**src/rtl/fetch_unit.sv**
```systemverilog
// Fetch front end: issues sequential instruction reads, tracks their PCs in order,
// and presents one registered {pc, instruction} pair per cycle to decode.
module fetch_unit #(
  parameter logic [31:0] RESET_PC = 32'h0000_0000,
  parameter int          DEPTH    = 2
) (
  input  logic        CLK,
  input  logic        RST,
  input  logic        FLUSH,
  input  logic [31:0] FLUSH_PC,
  input  logic        STALL,
  output logic        INST_RDEN,
  output logic [31:0] INST_RIADDR,
  input  logic        INST_RREADY,
  input  logic        INST_RVALID,
  input  logic [31:0] INST_RDATA,
  output logic [31:0] INST_PC,
  output logic [31:0] INST_DATA
);
  localparam int PW = $clog2(DEPTH);
  localparam int CW = PW + 1;
  localparam int OW = CW + 1;
  localparam int DW = 16;
  localparam logic [OW-1:0] DEPTH_OCC = OW'(DEPTH);

  logic          started_q, started_d;
  logic [31:0]   req_pc_q, req_pc_d;
  logic [CW-1:0] out_q, out_d;
  logic [CW-1:0] buf_cnt_q, buf_cnt_d;
  logic [DW-1:0] disc_q, disc_d;
  logic [PW-1:0] pcq_wr_q, pcq_wr_d, pcq_rd_q, pcq_rd_d;
  logic [PW-1:0] buf_wr_q, buf_wr_d, buf_rd_q, buf_rd_d;
  logic [31:0]   inst_pc_q, inst_pc_d, inst_data_q, inst_data_d;

  logic [31:0]   pcq_mem_q  [DEPTH];
  logic [31:0]   buf_pc_q   [DEPTH];
  logic [31:0]   buf_data_q [DEPTH];

  logic [OW-1:0] occ;
  logic          accept, deliver, drop, buf_empty, pop, push;

  always_comb begin
    occ         = OW'(out_q) + OW'(buf_cnt_q);
    INST_RDEN   = started_q && !FLUSH && (occ < DEPTH_OCC);
    INST_RIADDR = req_pc_q;
    accept      = INST_RDEN && INST_RREADY;
    drop        = INST_RVALID && (disc_q != '0);
    // A response with nothing outstanding and nothing to discard is ignored.
    deliver     = INST_RVALID && (disc_q == '0) && (out_q != '0) && !FLUSH;
    buf_empty   = (buf_cnt_q == '0);
    pop         = !STALL && !FLUSH && !buf_empty;
    push        = deliver && (STALL || !buf_empty);
  end

  always_comb begin
    started_d   = 1'b1;
    req_pc_d    = req_pc_q;
    out_d       = out_q;
    buf_cnt_d   = buf_cnt_q;
    disc_d      = disc_q;
    pcq_wr_d    = pcq_wr_q;
    pcq_rd_d    = pcq_rd_q;
    buf_wr_d    = buf_wr_q;
    buf_rd_d    = buf_rd_q;
    inst_pc_d   = inst_pc_q;
    inst_data_d = inst_data_q;
    if (FLUSH) begin
      req_pc_d    = FLUSH_PC & ~32'h3;
      out_d       = '0;
      buf_cnt_d   = '0;
      pcq_wr_d    = '0;
      pcq_rd_d    = '0;
      buf_wr_d    = '0;
      buf_rd_d    = '0;
      inst_pc_d   = '0;
      inst_data_d = '0;
      // Everything still in flight must be dropped when it eventually returns.
      disc_d = disc_q + DW'(out_q);
      if (INST_RVALID && (disc_d != '0)) disc_d = disc_d - DW'(1);
    end else begin
      if (accept) begin
        req_pc_d = req_pc_q + 32'd4;
        pcq_wr_d = pcq_wr_q + PW'(1);
      end
      if (deliver) pcq_rd_d = pcq_rd_q + PW'(1);
      if (drop)    disc_d   = disc_q - DW'(1);
      if (push)    buf_wr_d = buf_wr_q + PW'(1);
      if (pop)     buf_rd_d = buf_rd_q + PW'(1);
      out_d     = out_q + CW'(accept) - CW'(deliver);
      buf_cnt_d = buf_cnt_q + CW'(push) - CW'(pop);
      if (!STALL) begin
        if (!buf_empty) begin
          inst_pc_d   = buf_pc_q[buf_rd_q];
          inst_data_d = buf_data_q[buf_rd_q];
        end else if (deliver) begin
          inst_pc_d   = pcq_mem_q[pcq_rd_q];
          inst_data_d = INST_RDATA;
        end else begin
          inst_pc_d   = '0;
          inst_data_d = '0;
        end
      end
    end
  end

  always_ff @(posedge CLK or negedge RST) begin
    if (!RST) begin
      started_q   <= 1'b0;
      req_pc_q    <= RESET_PC & ~32'h3;
      out_q       <= '0;
      buf_cnt_q   <= '0;
      disc_q      <= '0;
      pcq_wr_q    <= '0;
      pcq_rd_q    <= '0;
      buf_wr_q    <= '0;
      buf_rd_q    <= '0;
      inst_pc_q   <= '0;
      inst_data_q <= '0;
    end else begin
      started_q   <= started_d;
      req_pc_q    <= req_pc_d;
      out_q       <= out_d;
      buf_cnt_q   <= buf_cnt_d;
      disc_q      <= disc_d;
      pcq_wr_q    <= pcq_wr_d;
      pcq_rd_q    <= pcq_rd_d;
      buf_wr_q    <= buf_wr_d;
      buf_rd_q    <= buf_rd_d;
      inst_pc_q   <= inst_pc_d;
      inst_data_q <= inst_data_d;
    end
  end

  // Storage arrays carry no reset; occupancy is tracked by the counters above.
  always_ff @(posedge CLK) begin
    if (accept) pcq_mem_q[pcq_wr_q] <= req_pc_q;
    if (push) begin
      buf_pc_q[buf_wr_q]   <= pcq_mem_q[pcq_rd_q];
      buf_data_q[buf_wr_q] <= INST_RDATA;
    end
  end

  assign INST_PC   = inst_pc_q;
  assign INST_DATA = inst_data_q;

endmodule

```
**config.mk**
```make
export PLATFORM = sky130hd
export DESIGN_NAME = fetch_unit
export DESIGN_NICKNAME = d
export VERILOG_FILES = /design/src/rtl/fetch_unit.sv
export SDC_FILE = /design/constraint.sdc
export NUM_CORES = 1
export LEC_CHECK = 0
export BUFFER_PORTS_ARGS = -buffer_cell sky130_fd_sc_hd__buf_2
export CAP_MARGIN = 20
export CORE_MARGIN = 3
export CORE_UTILIZATION = 35
export CTS_CLUSTER_SIZE = 25
export DETAILED_ROUTE_END_ITERATION = 8
export PLACE_DENSITY_LB_ADDON = 0.1
export REMOVE_ABC_BUFFERS = 1
export SYNTH_ARGS = -nofsm -noshare
export SYNTH_HDL_FRONTEND = slang
export SYNTH_SLANG_ARGS = --single-unit
```
**constraint.sdc**
```tcl
create_clock -name CLK -period 11.2 [get_ports CLK]
set_input_delay 0.56 -clock CLK [delete_from_list [all_inputs] [get_ports CLK]]
set_output_delay 0.56 -clock CLK [all_outputs]
set_load 0.05 [all_outputs]
```
==> results.md <==
- Status: finished clean
- Hold Buf Count CTS: 0
- Clock Skew: around 14 ps
- Total placed cells including tap cells: 1648
- Synth area leader: edfxtp_1
- Largest net degree at the start of global routing: 63
- Vias in the first global route: ~9000
- Final worst setup slack: ~7300 ps
- Leakage power: 6.10 nW
- Sequential share of the synthesized area: 0.632
- Distinct cells, synth: 74
- Final wirelength: 34.3 mm
- Setup violators final: 0
- Wire per inst: between 20 and 25 um
- CP Class: register to register
- DP Area: 0.0147 sq mm
- Via count: 8952
- Worst Path Required: 11600 ps
- Min-delay worst type: input pin to asynchronous set/reset pin
- Max H-tree Level: 2
- Initial antenna violation count: 0
- Clk root buf: clkbuf_16
- Post-DP HPWL: 21.0 mm
- Syn Std Cell Area: roughly 0.013 sq mm
- Top cell type's share of synthesized area: 0.412
- Cells after synthesis: approximately 1000
- Rel. slew slack: 0.320
- CP Max Fanout: 40
- Inserted Clock Buffers: 36
- Setup TNS: 0 ps
- Share of cells above drive strength 1: 0.236
- RSZ-0062 raised after global routing: false
- Final Hold Violating Endpoints: 0
- First-pass GRT wire length: about 54 mm
- Total I/O pin count: about 170
- Clk_lat worst skew: 530 ps
- Top_reg_cell synth: edfxtp_1
- Routed Antenna Nets: 0
- Die Ht: 202 um
- Post-synth EDFFs: between 150 and 200
- Synthesis warning total: 0
- GR Util All Layers: 0.168
- Initial Util: 0.355
- Worst Path Arrival: approximately 4300 ps
- Row count: about 70
- Cts repair resizes: 0
- TritonCTS Sinks: 302
- Final-layout fill cell count: between 3000 and 4000
- Pins Over Slew Limit: 0
- CP endpoint kind: register
- Max Fclk: approximately 250 MHz
- Final Cycle Share: 0.350
- CP max-delay cell: nor4b_1
- Least-Margin Pin Slew: between 1000 and 1500 ps
- Drc violations: 0
- Synth top cells by count: 184 x edfxtp_1, 118 x dfrtp_1, 99 x nor2_1
- Most frequent cell after synthesis: edfxtp_1
- Initial DRC Count: around 660
- Post-DR vias/cell: ~5.2
- Cell Pwr Density: between 150 and 200 mW/mm^2
- Worst Hold Slack: just over 50 ps
- Number of port buffers: ~160
- RD Place Congestion: 0.790
- Dominant cells by area after synthesis: edfxtp_1 41%, dfrtp_1 22%, mux2i_1 5.2%
- Crit-path cells: and2_1 -> fa_1 -> nor4b_1 -> and2_1 -> buf_4 -> inv_1 -> buf_4 -> nand2_1 -> o21ai_0 -> a221o_1
- Max IR drop VDD: 0.103 mV
- Crit path launch: buf_cnt_q[0]
- Launching point of the worst reg2reg path: buf_cnt_q[0]
- Mean Syn Cell Area: ~13 sq um
- Seq cells post-synth: approximately 300
- Post-place setup slack: between 7000 and 8000 ps
- Fin area: between 0.015 and 0.02 sq mm
- Period minus WS final: between 3000 and 4000 ps
- CP Buf/Inv Count: 3
- Setup crit start kind: register
- Die Area: between 0.04 and 0.05 sq mm
- Post-synth ARST share: 0.391
- ANT cells: 0
- Core area: roughly 0.038 sq mm
- Fin nets: 1258
- MaxCap Viol Count: 0
- Drt first pass iters: 5
- Post-Layout Cell Count: approximately 1700
- Worst-path clk slew: around 60 ps
- Top delay family on crit path: simple AND/OR/NAND/NOR gates
- Worst path max stage delay: between 700 and 800 ps
- Setup Buffers After CTS: 0
- Die Wd: around 200 um
- CTS tree: built
- Grt ovf: 0
- Area Growth Syn to Fin: 18.1%
- Max Root-Sink Buffers: 3
[final timing paths]
kind	end	slack, ps	cells after the start
hold reg to reg	INST_PC[1]	500	1
setup / recovery	INST_RIADDR[20]	7280	10
max in group asynchronous	buf_rd_q	9670	2
hold / removal	INST_DATA[5]	50	1
min in group CLK	buf_data_q[1][19]	250	1
setup reg to reg	INST_RIADDR[20]	7280	10
[logic make-up (layout without fill, tap and decap cells)]
| logic type | Yosys count | after routing | synth area share |
|---|---|---|---|
| multiplexers | 101 | 101 | 0.0784 |
| other | 2 | 3 | 0.000560 |
| flip-flops | 302 | 302 | 0.632 |
| AO/OA/AOI/OAI | 181 | 181 | 0.106 |
| AND/OR/NAND/NOR | 305 | 305 | 0.115 |
| buffers and inverters | 87 | 261 | 0.0305 |
| XOR/XNOR | 36 | 36 | 0.0235 |
| adder cells (fa/ha/maj) | 13 | 13 | 0.0133 |
[metrics by stage]
step / total power, W / utilization
6_report: 0.00279 / 0.420
5_1_grt: 0.00292 / 0.420
4_1_cts: 0.00283 / 0.420
3_5_place_dp: 0.00167 / 0.389
3_3_place_gp: 0.00167 / 0.389
2_1_floorplan: 0.00155 / -
[registers in the layout (all words and copies together), names as in the netlist]
signal,cells
buf_wr_q,1
pcq_mem_q,60
buf_pc_q,60
INST_RIADDR,30
pcq_wr_q,1
INST_PC,31
disc_q,16
buf_cnt_q,2
pcq_rd_q,1
buf_data_q,64
out_q,2
started_q,1
INST_DATA,32
buf_rd_q,1
[placed cells by master (no fill, tap or decap), drive strengths merged, types with 3 or more instances in the layout]
| cell | Yosys | layout |
|---|---|---|
| o311ai | 12 | 12 |
| o211ai | 6 | 6 |
| nor3 | 30 | 30 |
| ha | 11 | 11 |
| nand3 | 21 | 21 |
| inv | 19 | 21 |
| and3 | 14 | 14 |
| and2 | 9 | 9 |
| nor4 | 8 | 8 |
| a222oi | 3 | 3 |
| mux2 | 32 | 32 |
| buf | 31 | 177 |
| a31oi | 9 | 9 |
| o21ai | 35 | 35 |
| or3 | 6 | 6 |
| nand2 | 64 | 64 |
| xnor2 | 28 | 28 |
| a221o | 62 | 62 |
| dfrtp | 118 | 118 |
| edfxtp | 184 | 184 |
| nand4 | 15 | 15 |
| nor2 | 100 | 100 |
| conb | 2 | 3 |
| and4 | 4 | 4 |
| xor2 | 8 | 8 |
| clkbuf | 37 | 55 |
| clkinv | 0 | 5 |
| nor3b | 4 | 4 |
| a211oi | 12 | 12 |
| o31ai | 3 | 3 |
| o21a | 4 | 4 |
| nor2b | 17 | 17 |
| mux2i | 69 | 69 |
| a21oi | 19 | 19 |
[worst reg2reg max path, delay by kind of cell, from the launching register on]
family                     cells  cell delay, ps
DFF                            1             410
and+or+nand+nor                4            1780
buffers and inverters          3             630
adders and majority gates      1             440
AOI/OAI and AO/OA              2             550
[routing by layer]
| layer | track usage | routed length, um | vias up |
|---|---|---|---|
| li1 | - | - | 4193 |
| met1 | 0.226 | 15700 | 4501 |
| met2 | 0.286 | 16500 | 211 |
| met3 | 0.0278 | 1490 | 47 |
| met4 | 0.0369 | 552 | 0 |
| met5 | 0 | 0 | - |
[layout make-up]
cell class | count | area (sq um) | area share
flip-flops and latches | 302 | 8480 | 0.536
multi-input cells | 639 | 4560 | 0.288
clock buffers | 55 | 1030 | 0.0653
repair buffers | 177 | 930 | 0.0587
well taps | 511 | 639 | 0.0404
clock inverters | 10 | 128 | 0.00806
inverters | 19 | 71.3 | 0.00450
[power breakdown]
group / internal, W / switching, W
clock network: 0.000688 / 0.000458
logic: 0.000120 / 0.000194
registers: 0.00123 / 0.000105
(Power assumes the default switching activity.)
